==> src/rtl/harvos_pkg.sv <==
// Shared types and constants for the trap controller slice.
package harvos_pkg;

  typedef enum logic [2:0] {
    ST_IDLE        = 3'd0,
    ST_TRAP_FLUSH  = 3'd1,
    ST_TRAP_COMMIT = 3'd2,
    ST_RET_FLUSH   = 3'd3,
    ST_RET_COMMIT  = 3'd4
  } trap_state_e;

  localparam logic [1:0] TVEC_MODE_DIRECT   = 2'd0;
  localparam logic [1:0] TVEC_MODE_VECTORED = 2'd1;

  localparam int IRQ_CAUSE_BASE_DEF = 16;

  // scause carries the interrupt flag in its MSB
  function automatic int scause_irq_bit(input int xlen);
    return xlen - 1;
  endfunction

endpackage

==> src/rtl/trap_ctrl_v2_irq_prio_enc.sv <==
// Lowest-index-wins priority encoder for the interrupt lines.
module irq_prio_enc #(
  parameter int NUM_IRQ = 8,
  parameter int IDX_W   = 3
) (
  input  logic [NUM_IRQ-1:0] req,
  output logic               valid,
  output logic [IDX_W-1:0]   idx
);

  // scanning downward lets the lowest set bit overwrite higher ones
  always_comb begin
    valid = 1'b0;
    idx   = '0;
    for (int i = NUM_IRQ - 1; i >= 0; i--) begin
      if (req[i]) begin
        valid = 1'b1;
        idx   = IDX_W'(i);
      end
    end
  end

endmodule

==> src/rtl/trap_ctrl_v2.sv <==
// Trap/sret sequencer: arbitrates exceptions vs. interrupts, drains the pipe,
// then commits CSR writes and the fetch redirect in a single cycle.
//
//   state        | meaning
//   IDLE         | waiting for exception, sret or eligible interrupt
//   TRAP_FLUSH   | trap latched, flush_req high, waiting for pipe_drained
//   TRAP_COMMIT  | one cycle: CSR strobes, redirect to stvec, SIE stacked
//   RET_FLUSH    | sret accepted, flush_req high, waiting for pipe_drained
//   RET_COMMIT   | one cycle: redirect to sepc, SIE restored
module trap_ctrl_v2
  import harvos_pkg::*;
#(
  parameter int XLEN           = 32,
  parameter int NUM_IRQ        = 8,
  parameter int CAUSE_W        = 5,
  parameter int IRQ_CAUSE_BASE = IRQ_CAUSE_BASE_DEF,
  parameter int VECTORED_EN    = 1
) (
  input  logic               clk,
  input  logic               rst,
  input  logic               exc_req,
  input  logic [CAUSE_W-1:0] exc_cause,
  input  logic [XLEN-1:0]    exc_tval,
  input  logic [XLEN-1:0]    cur_pc,
  input  logic [NUM_IRQ-1:0] irq_pending,
  input  logic [NUM_IRQ-1:0] irq_enable,
  input  logic [XLEN-1:0]    stvec_q,
  input  logic [XLEN-1:0]    sepc_q,
  input  logic               sret_req,
  input  logic               pipe_drained,
  output logic               flush_req,
  output logic               trap_take,
  output logic               ret_take,
  output logic               redirect_valid,
  output logic [XLEN-1:0]    redirect_pc,
  output logic               sepc_we,
  output logic [XLEN-1:0]    sepc_wdata,
  output logic               scause_we,
  output logic [XLEN-1:0]    scause_wdata,
  output logic               stval_we,
  output logic [XLEN-1:0]    stval_wdata,
  output logic               sie_q,
  output logic               spie_q,
  output logic               busy,
  output logic               double_fault
);

  localparam int IDX_W   = (NUM_IRQ > 1) ? $clog2(NUM_IRQ) : 1;
  localparam int IRQ_BIT = scause_irq_bit(XLEN);

  trap_state_e        state_q, state_d;
  logic               lat_irq_q, lat_irq_d;
  logic [CAUSE_W-1:0] lat_cause_q, lat_cause_d;
  logic [XLEN-1:0]    lat_tval_q, lat_tval_d;
  logic [XLEN-1:0]    lat_pc_q;
  logic               lat_en;

  logic               irq_valid;
  logic [IDX_W-1:0]   irq_idx;
  logic               irq_eligible;

  logic               trap_commit, ret_commit, dfault_set, vec_mode;
  logic [XLEN-1:0]    tvec_base, trap_pc, scause_val;

  irq_prio_enc #(
    .NUM_IRQ(NUM_IRQ),
    .IDX_W  (IDX_W)
  ) u_irq_prio_enc (
    .req  (irq_pending & irq_enable),
    .valid(irq_valid),
    .idx  (irq_idx)
  );

  assign irq_eligible = sie_q & irq_valid;

  always_comb begin
    state_d     = state_q;
    lat_en      = 1'b0;
    lat_irq_d   = 1'b0;
    lat_cause_d = lat_cause_q;
    lat_tval_d  = '0;
    case (state_q)
      ST_IDLE: begin
        if (exc_req) begin
          state_d     = ST_TRAP_FLUSH;
          lat_en      = 1'b1;
          lat_cause_d = exc_cause;
          lat_tval_d  = exc_tval;
        end else if (sret_req) begin
          state_d = ST_RET_FLUSH;
        end else if (irq_eligible) begin
          state_d     = ST_TRAP_FLUSH;
          lat_en      = 1'b1;
          lat_irq_d   = 1'b1;
          lat_cause_d = CAUSE_W'(IRQ_CAUSE_BASE) + CAUSE_W'(irq_idx);
        end
      end
      ST_TRAP_FLUSH:  if (pipe_drained) state_d = ST_TRAP_COMMIT;
      ST_TRAP_COMMIT: state_d = ST_IDLE;
      ST_RET_FLUSH:   if (pipe_drained) state_d = ST_RET_COMMIT;
      ST_RET_COMMIT:  state_d = ST_IDLE;
      default:        state_d = ST_IDLE;
    endcase
  end

  always_comb begin
    trap_commit = (state_d == ST_TRAP_COMMIT);
    ret_commit  = (state_d == ST_RET_COMMIT);
    dfault_set  = (state_q == ST_TRAP_FLUSH) && exc_req && !lat_irq_q &&
                  (exc_cause != lat_cause_q);
    tvec_base   = {stvec_q[XLEN-1:2], 2'b00};
    vec_mode    = (VECTORED_EN != 0) && (stvec_q[1:0] == TVEC_MODE_VECTORED);
    // only interrupts are vectored; exceptions always land on the base
    trap_pc     = (vec_mode && lat_irq_q) ? tvec_base + (XLEN'(lat_cause_q) << 2)
                                          : tvec_base;
    scause_val          = XLEN'(lat_cause_q);
    scause_val[IRQ_BIT] = lat_irq_q;
  end

  always_ff @(posedge clk or posedge rst) begin
    if (rst) begin
      state_q <= ST_IDLE;
    end else begin
      state_q <= state_d;
    end
  end

  always_ff @(posedge clk or posedge rst) begin
    if (rst) begin
      lat_irq_q      <= 1'b0;
      lat_cause_q    <= '0;
      lat_tval_q     <= '0;
      lat_pc_q       <= '0;
      flush_req      <= 1'b0;
      busy           <= 1'b0;
      trap_take      <= 1'b0;
      ret_take       <= 1'b0;
      redirect_valid <= 1'b0;
      redirect_pc    <= '0;
      sepc_we        <= 1'b0;
      sepc_wdata     <= '0;
      scause_we      <= 1'b0;
      scause_wdata   <= '0;
      stval_we       <= 1'b0;
      stval_wdata    <= '0;
      sie_q          <= 1'b0;
      spie_q         <= 1'b1;
      double_fault   <= 1'b0;
    end else begin
      if (lat_en) begin
        lat_irq_q   <= lat_irq_d;
        lat_cause_q <= lat_cause_d;
        lat_tval_q  <= lat_tval_d;
        lat_pc_q    <= cur_pc;
      end
      flush_req      <= (state_d == ST_TRAP_FLUSH) || (state_d == ST_RET_FLUSH);
      busy           <= (state_d != ST_IDLE);
      trap_take      <= trap_commit;
      ret_take       <= ret_commit;
      redirect_valid <= trap_commit | ret_commit;
      redirect_pc    <= trap_commit ? trap_pc : (ret_commit ? sepc_q : '0);
      sepc_we        <= trap_commit;
      sepc_wdata     <= trap_commit ? lat_pc_q : '0;
      scause_we      <= trap_commit;
      scause_wdata   <= trap_commit ? scause_val : '0;
      stval_we       <= trap_commit;
      stval_wdata    <= trap_commit ? lat_tval_q : '0;
      if (trap_commit) begin
        spie_q <= sie_q;
        sie_q  <= 1'b0;
      end else if (ret_commit) begin
        sie_q  <= spie_q;
        spie_q <= 1'b1;
      end
      if (dfault_set) double_fault <= 1'b1;
    end
  end

endmodule

==> config.mk <==
export PLATFORM = sky130hd
export DESIGN_NAME = trap_ctrl_v2
export DESIGN_NICKNAME = d
export VERILOG_FILES = /design/src/rtl/harvos_pkg.sv /design/src/rtl/trap_ctrl_v2_irq_prio_enc.sv /design/src/rtl/trap_ctrl_v2.sv
export SDC_FILE = /design/constraint.sdc
export NUM_CORES = 1
export LEC_CHECK = 0
export CAP_MARGIN = 20
export CORE_MARGIN = 5
export CORE_UTILIZATION = 25
export DETAILED_ROUTE_END_ITERATION = 10
export GPL_TIMING_DRIVEN = 0
export SKIP_LAST_GASP = 1
export SYNTH_ARGS = -nofsm -noshare
export SYNTH_HDL_FRONTEND = slang
export SYNTH_SLANG_ARGS = --single-unit
==> constraint.sdc <==
create_clock -name clk -period 6.1 [get_ports clk]
set_input_delay 1.525 -clock clk [delete_from_list [all_inputs] [get_ports clk]]
set_output_delay 1.525 -clock clk [all_outputs]
set_load 0.05 [all_outputs]
==> metrics.yaml <==
synth:
  synth_edf_count: 0
  yosysTopAreaCellShare_pct: 60.02
  synth_area_leaders: "dfrtp_1 (60%), and2_1 (5.7%), mux2_2 (4.7%), a22o_1 (4.3%), buf_4 (3.0%)"
  synth-main-ff-cell: "dfrtp_1"
  synth-seq-cells: 183
  ys_warn_count: 0
  syn_area_um2: 7589
  yosysTopAreaCell: "dfrtp_1"
  netlist_top_cells_count: "dfrtp_1 (182), and2_1 (69), o21ai_0 (40)"
  synthArstFlopShare_pct: 100.0
  syn_avg_cell_area_um2: 11.93
  yosysSeqAreaShare_pct: 60.36
  synthCells: 636
  synth_cell_types: 56
  yosysMostFrequentCell: "dfrtp_1"
setup_path:
  crit_path_cell_trace: "clkdlybuf4s50_1, ha_1, inv_1, fa_1, nand2b_1, a21oi_1, o21ai_0, clkbuf_1, or4_1, nand3_1"
  crit_type: "primary input to flip-flop"
  cp_slowest_stage_delay_ns: 0.54
  cpMaxStageDelayCell: "a21oi_1"
  cp_max_fo: 10
  crit_arrival_ns: 4.52
  crit_buf_inv: 3
  path_delay_family: "buffers and inverters"
  start_kind: "primary input"
  end_kind: "flip-flop"
  worstPathRequired_ns: 6.46
clocking:
  cts_tree: "built"
  cts.sinks: 183
  h-tree-depth: 4
  insertion_delay_ns: 0.43
  cts_buffer_depth: 2
  clk_pin_slew_worst_paths_ns: 0.08
  post_cts_buffers: 0
  cts_resized: 0
  root_buffer: "clkbuf_16"
  tritoncts.num_buffers: 17
  cts_hold_buffers: 0
floorplanning:
  num_rows: 63
  die_area_um2: 33940
  core_um2: 29800
  die_w_um: 184.2
  die_h_um: 184.2
  start_util_pct: 25.47
  top_level_ports: 293
timing:
  slew_headroom_pct: 43.14
  fin_setup_tns_ns: 0
  worstMarginPinSlew_ns: 0.8313
  skew_ns: 0.01898
  finalSetupViolCount: 0
  max_freq_mhz: 239.9
  layout_min_cycle_time_ns: 4.168
  drv_slew: 0
  rsz0062_at_grt: "no"
  fin_crit_sh_pct: 68.32
  hold_viol_final: 0
layout:
  drive_gt1_share_pct: 12.95
  nNetsFinal: 1112
  area_delta_synth_final_pct: 52.60
  final_cells: 1358
detailed_routing:
  ant_nets: 0
  drt-total-wl_mm: 23.88
  first_pass_iters: 4
  vias: 5836
  wire_per_inst_um: 17.58
  vias_per_cell: 4.297
  drtIter0Drc: 290
  drc: 0
status:
  status: "finished, final reports clean"
placement:
  dp_cells: 1323
  dpl.hpwl_mm: 18.63
  gp_congestion: 0.7940
  port_buffers: 266
power:
  irDropWorstVdd_v: 0.0001917
  p_leak_nw: 5.006
  power_density_nw_per_um2: 418.6
global_route:
  grt_pass1_vias: 6173
  antenna_found_initial: 2
  grt_max_degree: 42
  grtUsageTotal_pct: 14.07
  grt_pass1_wl_mm: 36.59
  gr-total-overflow: 0
run:
  drv_cap: 0
worst_hold_path:
  hold_path.class: "flip-flop to flip-flop"
[layer usage]
metal,global-route usage [%],vias up,wire length (µm)
met3,2.724,17,1163
li1,-,2817,-
met1,18.39,2824,10420
met5,0,-,0
met4,4.584,0,362
met2,23.55,178,11930
[where the power goes]
part           internal [mW]  switching (mW)  leakage, nW
Clock                  0.561           0.565        0.294
Combinational          0.757            1.20         2.33
Sequential              1.59           0.173         2.38
[cell families (layout without fill, tap and decap cells)]
family	count (synthesis)	after routing	synth area share, %
flip-flops	183	183	60.36
AND/OR/NAND/NOR	175	175	13.40
AO/OA/AOI/OAI	143	143	12.65
buffers and inverters	76	380	5.375
multiplexers	33	33	4.881
XOR/XNOR	19	19	2.193
adder cells (fa/ha/maj)	6	6	1.088
other	1	29	0.04942
[final timing paths]
path	start	end	slack [ns]	cells after the start
max	stvec_q[2]	redirect_pc[18]	1.93	10
min	lat_pc_q[8]	sepc_wdata[8]	0.48	1
max reg2reg	lat_cause_q[0]	redirect_pc[18]	3.00	9
min reg2reg	lat_pc_q[8]	sepc_wdata[8]	0.48	1
max in group asynchronous	rst	spie_q	3.70	4
min in group asynchronous	rst	lat_tval_q[23]	1.52	2
[registers in the layout, indices dropped and copies added, names as in the netlist]
signal,count
busy,1
double_fault,1
flush_req,1
lat_cause_q,5
lat_irq_q,1
lat_pc_q,32
lat_tval_q,32
redirect_pc,32
redirect_valid,1
ret_take,1
scause_wdata,6
sepc_wdata,32
sie_q,1
spie_q,1
state_q,3
stval_wdata,32
stval_we,1
[cells in the final DEF, fill, tap and decap left out, drive strengths merged, types with 15 or more instances in the layout]
master / count
a21oi: 31
dfrtp: 182
buf: 42
mux2: 32
o21ai: 40
conb: 26
inv: 15
nand2: 30
nor2: 20
clkbuf: 44
and2: 69
clkdlybuf4s50: 266
a22o: 37
[area by class of cell]
type                            count  area [µm²]
Buffer                             63       359.1
Fill cell                        2954       18220
Clock inverter                     15       195.2
Inverter                           13       52.55
Sequential cell                   183        4581
Tap cell                          390       488.0
Clock buffer                       17       425.4
Antenna cell                        3       7.507
Multi-Input combinational cell    402        2694
Timing Repair Buffer              272        2778
[stage by stage]
step,utilization (%),hold slack [ns],worst slack [ns],power (mW),cell area [µm²]
6_report,38.86,0.4754,1.932,4.847,11580
5_1_grt,38.86,0.4909,1.778,5.133,11580
4_1_cts,38.84,0.4771,1.964,4.926,11570
3_5_place_dp,36.76,0.4586,1.521,3.779,10950
3_3_place_gp,36.37,0.4527,0.6149,3.737,10840
2_1_floorplan,-,0.4474,2.225,3.036,7686
Power figures use the tool's default switching activity.
